$ cat src/rtl/lampfpu_sqrtround_pkg.sv
`default_nettype none
// +------------------------------------------------------------------------+
// | lampfpu_sqrtround_pkg: shared types/rounding helper for sqrt rounding   |
// | Revision: 1.0                                                           |
// +------------------------------------------------------------------------+
package lampfpu_sqrtround_pkg;

   localparam int SQRT_F_W = 12;

   // Infinity exponent and fraction fields of a bfloat16, sign excluded
   localparam logic [14:0] INF_E_F = {8'hFF, 7'h00};

   typedef struct packed {
      logic                s;
      logic [7:0]          e;
      logic [SQRT_F_W-1:0] f;
      logic                is_to_round;
   } sqrt_res_t;

   typedef struct packed {
      logic [15:0] res;
      logic        inexact;
   } out_entry_t;

   // Round-to-nearest-even on {headroom, hidden, frac[6:0]}; returns {m[9:0], inexact}
   function automatic logic [10:0] round_rne(input logic [SQRT_F_W-1:0] f);
      logic       lsb;
      logic       g;
      logic       rs;
      logic       rnd;
      logic [9:0] m;
      lsb = f[3];
      g   = f[2];
      rs  = f[1] | f[0];
      rnd = g & (rs | lsb);
      m   = {1'b0, f[11:3]} + {9'd0, rnd};
      return {m, g | rs};
   endfunction

endpackage
`default_nettype wire

$ cat src/rtl/lampfpu_sqrtround_fifo.sv
`default_nettype none
// +------------------------------------------------------------------------+
// | lampfpu_sqrtround_fifo: synchronous FIFO, push/pop/full/empty/count     |
// | Revision: 1.0                                                           |
// +------------------------------------------------------------------------+
module lampfpu_sqrtround_fifo #(
   parameter int DEPTH = 2,
   parameter int WIDTH = 17
) (
   input  logic                   clk,
   input  logic                   rst,
   input  logic                   push,
   input  logic                   pop,
   input  logic [WIDTH-1:0]       din,
   output logic [WIDTH-1:0]       dout,
   output logic                   full,
   output logic                   empty,
   output logic [$clog2(DEPTH):0] count
);

   localparam int PTR_W = $clog2(DEPTH);
   localparam int CNT_W = PTR_W + 1;

   typedef logic [PTR_W-1:0] ptr_t;
   typedef logic [CNT_W-1:0] cnt_t;

   logic [WIDTH-1:0] mem [DEPTH];
   ptr_t             wr_ptr;
   ptr_t             rd_ptr;
   logic             do_push;
   logic             do_pop;

   assign empty   = (count == '0);
   assign full    = (count == cnt_t'(DEPTH));
   assign do_pop  = pop & ~empty;
   // A full FIFO still accepts a push when the head leaves in the same cycle
   assign do_push = push & (~full | do_pop);
   assign dout    = mem[rd_ptr];

   always_ff @(posedge clk) begin
      if (do_push) begin
         mem[wr_ptr] <= din;
      end
   end

   always_ff @(posedge clk or negedge rst) begin
      if (!rst) begin
         wr_ptr <= '0;
         rd_ptr <= '0;
         count  <= '0;
      end else begin
         if (do_push) begin
            wr_ptr <= wr_ptr + ptr_t'(1);
         end
         if (do_pop) begin
            rd_ptr <= rd_ptr + ptr_t'(1);
         end
         case ({do_push, do_pop})
            2'b10:   count <= count + cnt_t'(1);
            2'b01:   count <= count - cnt_t'(1);
            default: count <= count;
         endcase
      end
   end

endmodule
`default_nettype wire

$ cat src/rtl/lampfpu_sqrtround.sv
`default_nettype none
// +------------------------------------------------------------------------+
// | lampfpu_sqrtround: RNE rounding, renormalise and bfloat16 pack + FIFO   |
// | Revision: 1.0                                                           |
// +------------------------------------------------------------------------+
module lampfpu_sqrtround
   import lampfpu_sqrtround_pkg::*;
#(
   parameter int FIFO_DEPTH = 2
) (
   input  logic                clk,
   input  logic                rst,
   input  logic                valid_i,
   input  logic                s_i,
   input  logic [7:0]          e_i,
   input  logic [SQRT_F_W-1:0] f_i,
   input  logic                isToRound_i,
   input  logic                ready_i,
   input  logic                clearOvf_i,
   output logic                valid_o,
   output logic [15:0]         res_o,
   output logic                inexact_o,
   output logic                busy_o,
   output logic                ovf_o
);

   localparam int CNT_W = $clog2(FIFO_DEPTH) + 1;

   typedef logic [CNT_W:0] occ_t;

   sqrt_res_t        in_op;
   logic [9:0]       rnd_m;
   logic             rnd_inexact;

   logic             r1_valid;
   logic             r1_s;
   logic [7:0]       r1_e;
   logic [9:0]       r1_m;
   logic             r1_inexact;
   logic             r1_is_round;
   logic [6:0]       r1_fspec;

   logic             shift;
   logic [7:0]       exp_adj;
   out_entry_t       wr_entry;
   out_entry_t       head;

   logic             fifo_full;
   logic             fifo_empty;
   logic [CNT_W-1:0] fifo_count;
   logic             pop_ok;
   logic             push_ok;
   logic             drop;
   occ_t             occ_nxt;

   assign in_op = '{s: s_i, e: e_i, f: f_i, is_to_round: isToRound_i};
   assign {rnd_m, rnd_inexact} = round_rne(in_op.f);

   always_ff @(posedge clk or negedge rst) begin
      if (!rst) begin
         r1_valid    <= 1'b0;
         r1_s        <= 1'b0;
         r1_e        <= '0;
         r1_m        <= '0;
         r1_inexact  <= 1'b0;
         r1_is_round <= 1'b0;
         r1_fspec    <= '0;
      end else begin
         r1_valid <= valid_i;
         if (valid_i) begin
            r1_s        <= in_op.s;
            r1_e        <= in_op.e;
            r1_m        <= rnd_m;
            r1_inexact  <= rnd_inexact;
            r1_is_round <= in_op.is_to_round;
            r1_fspec    <= in_op.f[11:5];
         end
      end
   end

   // A set bit above the hidden position means the value reached 2.0
   always_comb begin
      shift    = r1_m[9] | r1_m[8];
      exp_adj  = r1_e + {7'd0, shift};
      wr_entry = '0;
      if (!r1_is_round) begin
         wr_entry.res     = {r1_s, r1_e, r1_fspec};
         wr_entry.inexact = 1'b0;
      end else if (exp_adj == 8'hFF) begin
         wr_entry.res     = {r1_s, INF_E_F};
         wr_entry.inexact = r1_inexact;
      end else begin
         wr_entry.res     = {r1_s, exp_adj, (shift ? r1_m[7:1] : r1_m[6:0])};
         wr_entry.inexact = r1_inexact;
      end
   end

   lampfpu_sqrtround_fifo #(
      .DEPTH (FIFO_DEPTH),
      .WIDTH ($bits(out_entry_t))
   ) u_fifo (
      .clk   (clk),
      .rst   (rst),
      .push  (r1_valid),
      .pop   (pop_ok),
      .din   (wr_entry),
      .dout  (head),
      .full  (fifo_full),
      .empty (fifo_empty),
      .count (fifo_count)
   );

   assign valid_o   = ~fifo_empty;
   assign pop_ok    = valid_o & ready_i;
   assign push_ok   = r1_valid & (~fifo_full | pop_ok);
   assign drop      = r1_valid & fifo_full & ~pop_ok;
   assign res_o     = valid_o ? head.res : 16'h0000;
   assign inexact_o = valid_o & head.inexact;

   // Occupancy as it will stand after this edge: FIFO entries plus the R1 slot
   assign occ_nxt = occ_t'(fifo_count) + occ_t'(push_ok) - occ_t'(pop_ok) + occ_t'(valid_i);

   always_ff @(posedge clk or negedge rst) begin
      if (!rst) begin
         busy_o <= 1'b0;
         ovf_o  <= 1'b0;
      end else begin
         busy_o <= (occ_nxt >= occ_t'(FIFO_DEPTH - 1));
         if (drop) begin
            ovf_o <= 1'b1;
         end else if (clearOvf_i) begin
            ovf_o <= 1'b0;
         end
      end
   end

endmodule
`default_nettype wire

$ cat config.mk
export PLATFORM = sky130hd
export DESIGN_NAME = lampfpu_sqrtround
export DESIGN_NICKNAME = d
export VERILOG_FILES = /design/src/rtl/lampfpu_sqrtround_pkg.sv /design/src/rtl/lampfpu_sqrtround_fifo.sv /design/src/rtl/lampfpu_sqrtround.sv
export SDC_FILE = /design/constraint.sdc
export NUM_CORES = 1
export LEC_CHECK = 0
export ABC_AREA = 1
export BUFFER_PORTS_ARGS = -buffer_cell sky130_fd_sc_hd__buf_4
export CAP_MARGIN = 15
export CORE_MARGIN = 2
export CORE_UTILIZATION = 30
export CTS_CLUSTER_DIAMETER = 200
export DETAILED_ROUTE_END_ITERATION = 10
export SLEW_MARGIN = 5
export SYNTH_ARGS = -nofsm -noshare
export SYNTH_HDL_FRONTEND = slang
export SYNTH_SLANG_ARGS = --single-unit
$ cat constraint.sdc
create_clock -name clk -period 2.55 [get_ports clk]
set_input_delay 0.51 -clock clk [delete_from_list [all_inputs] [get_ports clk]]
set_output_delay 0.51 -clock clk [all_outputs]
set_load 0.02 [all_outputs]
# After elaboration in Yosys (flattened, before gate mapping)
# Memory sizes are Yosys's and may differ from the RTL's.
# Index checks and enable logic that the tools add are counted.
[totals] n_memories=1 ramBits=34 regBits=35 elab_cells=56
[op_classes] mux=9 bitwise=17 n_addsub=9 n_reduce_logical=3 n_eq_ne=4 magnitude_cmp=1
[memory_table] name="u_fifo.mem" depth=2 width=17 read_ports=1 rd_ports_with_merged_regs=0 write_ports=1 line_no="lampfpu_sqrtround_fifo.sv:27" rtl="logic [WIDTH-1:0] mem [DEPTH];"
[ops] operator="16-bit two-way mux" count=3
[ops] operator="9-bit by 1-bit adder with 10-bit output" count=1
[ops] operator="8-bit by 1-bit adder with 8-bit output" count=1
[ops] operator="1-bit bitwise AND" count=8
[ops] operator="8-bit equality test (second input constant)" count=1
[ops] operator="7-bit two-way mux" count=1
[ops] operator="1-bit bitwise OR" count=6
[ops] operator="2-bit equality test (second input constant)" count=2
[ops] operator="1-bit two-way mux" count=4
[ops] operator="2-bit case mux with 2 select lines" count=1
[ops] operator="2-bit nonzero test" count=2
[ops] operator="2-bit by 1-bit adder with 3-bit output" count=1
[ops] operator="3-bit by 1-bit adder with 3-bit output" count=1
[ops] operator="3-bit by 1-bit >= comparator with 1-bit output (second input constant)" count=1
[ops] operator="1-bit inverter" count=3
[ops] operator="3-bit by 1-bit subtractor with 3-bit output" count=1
[ops] operator="1-bit adder (second input constant)" count=2
[ops] operator="2-bit by 1-bit adder with 2-bit output (second input constant)" count=1
[ops] operator="2-bit by 1-bit equality test with 1-bit output (second input constant)" count=1
[ops] operator="2-bit zero test" count=1
[ops] operator="2-bit by 1-bit subtractor with 2-bit output (second input constant)" count=1

# Depth between registers and ports, before layout
# Gate-level depths: netlist of the first run.
[depth] word_depth=9 ltp_mapped=14

# By module
# A second synthesis of the first run with hierarchy kept.
[hier_totals] hier_cells=420 hier_area_um2=3495.9
[by_module_without_submodules] mod="lampfpu_sqrtround" n_inst=1 seq_area_each_um2=775.7 cells_per_inst=300 area_per_inst_um2=2006.9
[by_module_without_submodules] mod="lampfpu_sqrtround_fifo" n_inst=1 seq_area_each_um2=1121.1 cells_per_inst=120 area_per_inst_um2=1488.9

# Least setup slack after synthesis of the first run
# No wires, ideal clock.
[synth_timing] path_kind="register -> register" from="register u_fifo.count[0]" to="register busy_o" stages_incl_launch_ff=10 t_required_ns=2.415 synth_period_minus_slack_ns=2.274 setup_ns=0.135 setup_slack_ns=0.276 arrival_time_ns=2.139 cell_sequence="dfrtp_1 -> buf_2 -> nor2_4 -> nor2_1 -> ha_1 -> fa_1 -> inv_1 -> fa_1 -> a21oi_1 -> o211ai_1"
[synth_between] elab_chain_cells=9 word_cells_on_any_way=11 classes_between="3 x add/sub; 1 x order compare; 1 x eq/ne; 5 x bitwise; 1 x reduce/logical"
[synth_rtl] element="start: declaration" line_no="lampfpu_sqrtround_fifo.sv:18" rtl="output logic [$clog2(DEPTH):0] count"
[synth_rtl] element="start signal: assignment" line_no="lampfpu_sqrtround_fifo.sv:59" rtl="2'b10: count <= count + cnt_t'(1);"
[synth_rtl] element="start signal: assignment" line_no="lampfpu_sqrtround_fifo.sv:60" rtl="2'b01: count <= count - cnt_t'(1);"
[synth_rtl] element="start signal: assignment" line_no="lampfpu_sqrtround_fifo.sv:61" rtl="default: count <= count;"
[synth_rtl] element="2-bit zero test" line_no="lampfpu_sqrtround_fifo.sv:33" rtl="assign empty = (count == '0);"
[synth_rtl] element="1-bit inverter" line_no="lampfpu_sqrtround.sv:113" rtl="assign valid_o = ~fifo_empty;"
[synth_rtl] element="1-bit bitwise AND" line_no="lampfpu_sqrtround.sv:114" rtl="assign pop_ok = valid_o & ready_i;"
[synth_rtl] element="1-bit bitwise OR" line_no="lampfpu_sqrtround.sv:115" rtl="assign push_ok = r1_valid & (~fifo_full | pop_ok);"
[synth_rtl] element="1-bit bitwise AND" line_no="lampfpu_sqrtround.sv:115"
[synth_rtl] element="2-bit by 1-bit adder with 3-bit output" line_no="lampfpu_sqrtround.sv:121" rtl="assign occ_nxt = occ_t'(fifo_count) + occ_t'(push_ok) - occ_t'(pop_ok) + occ_t'(valid_i);"
[synth_rtl] element="3-bit by 1-bit subtractor with 3-bit output (*)" line_no="lampfpu_sqrtround.sv:121"
[synth_rtl] element="3-bit by 1-bit adder with 3-bit output (*)" line_no="lampfpu_sqrtround.sv:121"
[synth_rtl] element="3-bit by 1-bit >= comparator with 1-bit output (*)" line_no="lampfpu_sqrtround.sv:128" rtl="busy_o <= (occ_nxt >= occ_t'(FIFO_DEPTH - 1));"
[synth_rtl] element="end signal: assignment" line_no="lampfpu_sqrtround.sv:128"
[synth_rtl] element="end: declaration" line_no="lampfpu_sqrtround.sv:23" rtl="output logic busy_o,"
# Mark *: on every way between the ends. The rest lies on a longest branch, timed or not.
# A chain may end at the register's enable or synchronous reset.

# Worst setup path in the final report of the first run
[layout_timing] from="register u_fifo.count[1]" to="register busy_o"
# Same word-level chain as after synthesis.

==> flow_metrics.env, run 1 <==
export IMPL_outcome="finished, final reports clean"
export IMPL_grt_pass1_wl_um=11400
export IMPL_initial_core_util=0.307
export IMPL_ctsResizeCount=0
export IMPL_peakVddDrop_mv=0.312
export IMPL_die_h_um=109
export IMPL_grt_pass1_vias=2490
export IMPL_cp_end_kind="flip-flop"
export IMPL_hold_slack_ps=110
export IMPL_slew_violations=0
export IMPL_synth_main_ff_cell="dfrtp_1"
export IMPL_n_antenna_cell=0
export IMPL_critPathKind="reg2reg"
export IMPL_path_max_fanout=6
export IMPL_crit_buf_inv=2
export IMPL_ys_seq_area_frac=0.573
export IMPL_io_buffers=46
export IMPL_antenna_left=0
export IMPL_rsz0062_at_grt="no"
export IMPL_post_route_util=0.376
export IMPL_htreeDepth=3
export IMPL_yosys_top_cells_area="edfxtp_1 31%, dfrtp_1 26%, nand2_1 13%, o21ai_0 5.1%, inv_1 4.1%"
export IMPL_hp_class="in2async"
export IMPL_drt_pass1_iterations=4
export IMPL_synth_common_cells="116 x nand2_1, 36 x inv_1, 35 x dfrtp_1"
export IMPL_path_depth=8
export IMPL_yosysTopAreaCellShare=0.308
export IMPL_routed_wirelength_um=6710
export IMPL_clk_pin_slew_ps=80
export IMPL_cp_slowest_cell="dfrtp_1"
export IMPL_cp_top_family="adder cells"
export IMPL_reg2reg_slack_ps=190
export IMPL_final_setup_skew_ps=8.25
export IMPL_core_area_um2=10800
export IMPL_tns_ps=0
export IMPL_placed_cells=543
export IMPL_multi_input_area_um2=1210
export IMPL_synthCells=363
export IMPL_hpwl_um=4790
export IMPL_fin_nets=448
export IMPL_r2r_end="busy_o"
export IMPL_gp_congestion=0.792
export IMPL_syn_num_nets=397
export IMPL_viasPerCell=4.36
export IMPL_final_area_um2=4060
export IMPL_yosysUniqueCellTypes=30
export IMPL_yosys_area_top_type="edfxtp_1"
export IMPL_ys_warnings_count=0
export IMPL_final_cells=559
export IMPL_worst_slack_ps=187
export IMPL_crit_required_ps=2760
export IMPL_antenna_found_initial=0
export IMPL_final_fill_count=1075
export IMPL_crit_chain="inv_2 -> o31ai_4 -> ha_1 -> fa_1 -> inv_1 -> fa_1 -> a21oi_1 -> o211ai_1"
export IMPL_finalCritPeriodShare=0.927
export IMPL_max_freq_ghz=0.423
export IMPL_area_growth_pct=22.4
export IMPL_avgSynthCellArea_um2=9.13
export IMPL_finalSetupViolations=0
export IMPL_p_per_area_nw_per_um2=960
export IMPL_dp_slack_ps=131
export IMPL_cts_sinks=69
export IMPL_cp_data_arrival_time_ps=2580
export IMPL_synth_most_common_cell="nand2_1"
export IMPL_total_power_mw=3.89
export IMPL_chipWidth_um=109
export IMPL_grt_max_degree=39
export IMPL_grt_ovfl_total=0
export IMPL_wire_per_inst_um=12.0
export IMPL_post_cts_buffers=0
export IMPL_worst_pin_slew_ps=478
export IMPL_dpl_cell_area_um2=3830
export IMPL_cts_buffers_inserted=9
export IMPL_cts_tree="built"
export IMPL_slew_headroom=0.679
export IMPL_num_vias=2437
export IMPL_clockBufferDepth=2
export IMPL_seqCellArea_um2=1900
export IMPL_drc=0
export IMPL_boundaryPins=47
export IMPL_drive_gt1_frac=0.203
export IMPL_drt_initial_drc_count=114
export IMPL_cp_endpoint="busy_o"
export IMPL_postCtsHoldBufs=0
export IMPL_ys_seq_elements=69
export IMPL_async_flop_share=0.507
export IMPL_hold_viol_final=0
export IMPL_r2r_start="u_fifo.count[1]"
export IMPL_cts_root_buf="clkbuf_8"
export IMPL_grtUsageTotal=0.123
export IMPL_synth_edf_count=34
export IMPL_leakagePower_nw=1.86
export IMPL_r2r_cells=8
export IMPL_die_area_um2=11900
export IMPL_clk_latency_ps=340
export IMPL_maxCapViolCount=0
export IMPL_crit_start="u_fifo.count[1]"
export IMPL_crit_top_cell="fa_1"
export IMPL_critical_path_max_stage_delay_ps=490
export IMPL_synth_area_um2=3310
export IMPL_startpoint_type="flip-flop"
export IMPL_fin_crit_ps=2360
export IMPL_rows=38
[cell families (layout without fill, tap and decap cells)]
| family | after synthesis | after routing | synth area share |
|---|---|---|---|
| and+or+nand+nor | 159 | 159 | 0.203 |
| adders and majority gates | 7 | 7 | 0.0310 |
| AOI/OAI and AO/OA | 68 | 68 | 0.112 |
| buffers and inverters | 53 | 109 | 0.0627 |
| DFF | 69 | 69 | 0.573 |
| xor gates and xnor gates | 7 | 7 | 0.0185 |
[area by class of cell]
class                      count  area share
timing repair buffer          54      0.0999
multi-input combinational    241       0.298
tap                          140      0.0432
clock buffer                  10      0.0339
clock inverter                 6      0.0213
sequential                    69       0.468
inverter                      39      0.0361
[how the worst min path moves through the flow]
stage | slack (ps) | end | from | depth (start not counted)
2_1_floorplan | 210 | busy_o | rst | 0
3_3_place_gp | 460 | r1_fspec[3] | r1_fspec[3] | 2
3_5_place_dp | 470 | r1_fspec[5] | r1_fspec[5] | 2
4_1_cts | 120 | r1_m[8] | rst | 1
5_1_grt | 130 | r1_m[9] | rst | 1
6_report | 110 | r1_fspec[6] | rst | 1
[layer usage]
metal / routed length [µm] / up-vias / GRT usage
li1: - / 1283 / -
met1: 3390 / 1087 / 0.160
met2: 2840 / 56 / 0.192
met3: 336 / 11 / 0.0293
met4: 151 / 0 / 0.0632
met5: 0 / - / 0
[placed cells by master (no fill, tap or decap)]
master	count
nand4_1	4
clkbuf_8	10
nor3_1	1
inv_1	36
fa_1	2
a211oi_1	1
clkinvlp_4	1
buf_4	54
nand3_1	9
clkinv_1	1
nand2_4	1
o211ai_1	4
xor2_1	5
nand3_2	1
nor2_4	3
a31oi_1	1
clkinv_2	2
o21ai_1	4
clkinv_4	1
inv_2	2
ha_1	5
o21ai_0	34
o31ai_4	1
bufinv_16	2
o22ai_1	1
nor2_1	17
a21oi_1	22
nand2_2	5
nor2_2	2
xnor2_1	2
dfrtp_1	35
nand2_1	116
edfxtp_1	34
[flip-flops by register name, indices dropped and copies added, names as in the netlist, 2 cells and up]
| name | count |
|---|---|
| u_fifo.mem | 34 |
| r1_m | 10 |
| r1_e | 8 |
| r1_fspec | 7 |
| u_fifo.count | 2 |
[worst reg2reg max path: cells and delay by family, from the launching register on]
family	cells	cell delay (ps)
compound gates	3	430
flops	1	490
buf+inv	2	200
fa+ha+maj	3	1120
[power by group]
part / total [mW] / internal, mW / switching (mW)
Sequential: 1.53 / 1.42 / 0.109
Clock: 0.986 / 0.575 / 0.411
Combinational: 1.38 / 0.521 / 0.857
Total: 3.89 / 2.51 / 1.38
Note: power is estimated with default switching activity, not from simulation.
==> run 2: changes to the inputs <==
==> constraint.sdc (replaced) <==
create_clock -name clk -period 2.55 [get_ports clk]
set_input_delay 0.3825 -clock clk [delete_from_list [all_inputs] [get_ports clk]]
set_output_delay 0.3825 -clock clk [all_outputs]
set_load 0.02 [all_outputs]
==> flow_metrics.env, run 2 (synthesized netlist as in run 1, its figures left out) <==
export IMPL_clk_latency_ps=340
export IMPL_crit_start="u_fifo.count[0]"
export IMPL_min_from="f_i[11]"
export IMPL_rows=38
export IMPL_peakVddDrop_mv=0.343
export IMPL_pwr_share_clk=0.203
export IMPL_clockBufferDepth=2
export IMPL_placed_cells=541
export IMPL_finalSetupViolations=0
export IMPL_dp_slack_ps=145
export IMPL_drive_gt1_frac=0.194
export IMPL_routed_wirelength_um=6770
export IMPL_drt_pass1_iterations=4
export IMPL_finalCritPeriodShare=0.936
export IMPL_outcome="finished, final reports clean"
export IMPL_post_cts_buffers=0
export IMPL_cts_buffers_inserted=9
export IMPL_fin_crit_ps=2390
export IMPL_htreeDepth=3
export IMPL_whs_path_depth=2
export IMPL_top_register="u_fifo.mem"
export IMPL_cp_end_kind="flip-flop"
export IMPL_slew_violations=0
export IMPL_final_setup_skew_ps=8.76
export IMPL_initial_core_util=0.307
export IMPL_grt_ovfl_total=0
export IMPL_boundaryPins=47
export IMPL_p_int_mw=2.28
export IMPL_io_buffers=46
export IMPL_hold_viol_final=0
export IMPL_antenna_left=0
export IMPL_leakagePower_nw=1.82
export IMPL_crit_required_ps=2780
export IMPL_hold_slack_ps=241
export IMPL_drc=0
export IMPL_chipWidth_um=109
export IMPL_drt_initial_drc_count=117
export IMPL_die_area_um2=11900
export IMPL_final_cell_mix="116 x nand2_1, 52 x buf_4, 36 x inv_1"
export IMPL_fin_nets=447
export IMPL_r2r_end="busy_o"
export IMPL_wire_per_inst_um=12.1
export IMPL_cts_tree="built"
export IMPL_max_freq_ghz=0.419
export IMPL_hp_class="in2reg"
export IMPL_p_switching_mw=1.36
export IMPL_n_antenna_cell=0
export IMPL_cp_data_arrival_time_ps=2610
export IMPL_final_cells=558
export IMPL_power_frac_seq=0.421
export IMPL_clk_pin_slew_ps=70
export IMPL_maxCapViolCount=0
export IMPL_p_comb_frac=0.376
export IMPL_worst_slack_ps=164
export IMPL_largest_registers="u_fifo.mem: 34 flops, r1_m: 10 flops, r1_e: 8 flops"
export IMPL_p_per_area_nw_per_um2=913
export IMPL_cts_root_buf="clkbuf_8"
export IMPL_num_vias=2400
export IMPL_core_area_um2=10800
export IMPL_whs_endpoint="r1_m[8]"
export IMPL_final_common_cell="nand2_1"
export IMPL_reg2reg_slack_ps=160
export IMPL_path_max_fanout=5
export IMPL_grt_pass1_wl_um=11400
export IMPL_antenna_found_initial=0
export IMPL_hpwl_um=4770
export IMPL_viasPerCell=4.30
export IMPL_slew_headroom=0.671
export IMPL_worst_pin_slew_ps=491
export IMPL_p_sw_frac=0.373
export IMPL_critPathKind="reg2reg"
export IMPL_die_h_um=109
export IMPL_grtUsageTotal=0.125
export IMPL_grt_max_degree=40
export IMPL_r2r_start="u_fifo.count[0]"
export IMPL_area_growth_pct=20.3
export IMPL_grt_pass1_vias=2391
export IMPL_rsz0062_at_grt="no"
export IMPL_cts_sinks=69
export IMPL_largest_reg_flops=34
export IMPL_gp_congestion=0.786
export IMPL_r2r_cells=7
export IMPL_tns_ps=0
export IMPL_startpoint_type="flip-flop"
## run 2: how the worst max path moves through the flow
stage	slack (ps)	depth (start not counted)	endpoint
floorplan	280	9	busy_o
global placement	250	7	busy_o
detailed placement	140	8	busy_o
CTS	130	8	busy_o
global route	50	7	busy_o
finish	160	7	busy_o
## run 2: metal layers
layer / vias up / global-route usage / wire length, µm
met1: 1067 / 0.163 / 3390
met3: 8 / 0.0395 / 326
li1: 1278 / - / -
met5: - / 0 / 0
met2: 47 / 0.192 / 2930
met4: 0 / 0.0540 / 123
## run 2: what timing repair did
item / 4_1_cts / 5_1_grt
hold buffers: 1 / 0
resized for setup: 0 / 1
hold endpoints to repair: 29 / 0
setup endpoints to repair: 0 / 1
## run 2: layout make-up
class | instances | area, µm²
inverters | 39 | 146
repair buffers | 53 | 400
well taps | 140 | 175
clock inverters | 6 | 30.0
fillers | 1110 | 6810
flip-flops and latches | 69 | 1900
multi-input cells | 241 | 1210
clock buffers | 10 | 128
## run 2: metrics by stage
stage	area, µm²	power [mW]	utilization
final	3990	3.64	0.369
after global routing	3990	3.90	0.369
after CTS	3990	3.69	0.369
after detailed placement	3820	2.94	0.354
after global placement	3820	2.90	0.354
after floorplan	3310	2.40	-
## run 2: critical path: stages, from the launching register on
cell      delay [ps]
dfrtp_1          480
o31ai_4          350
ha_1             340
fa_1             380
inv_1             80
fa_1             410
a21oi_1          130
o211ai_1          90
## run 2: power groups by stage
stage	Sequential [mW]	Combinational, mW	Clock, mW
floorplan	1.52	0.880	0
global placement	1.54	1.36	0
detailed placement	1.55	1.39	0
CTS	1.53	1.40	0.763
global route	1.55	1.53	0.815
finish	1.53	1.37	0.738
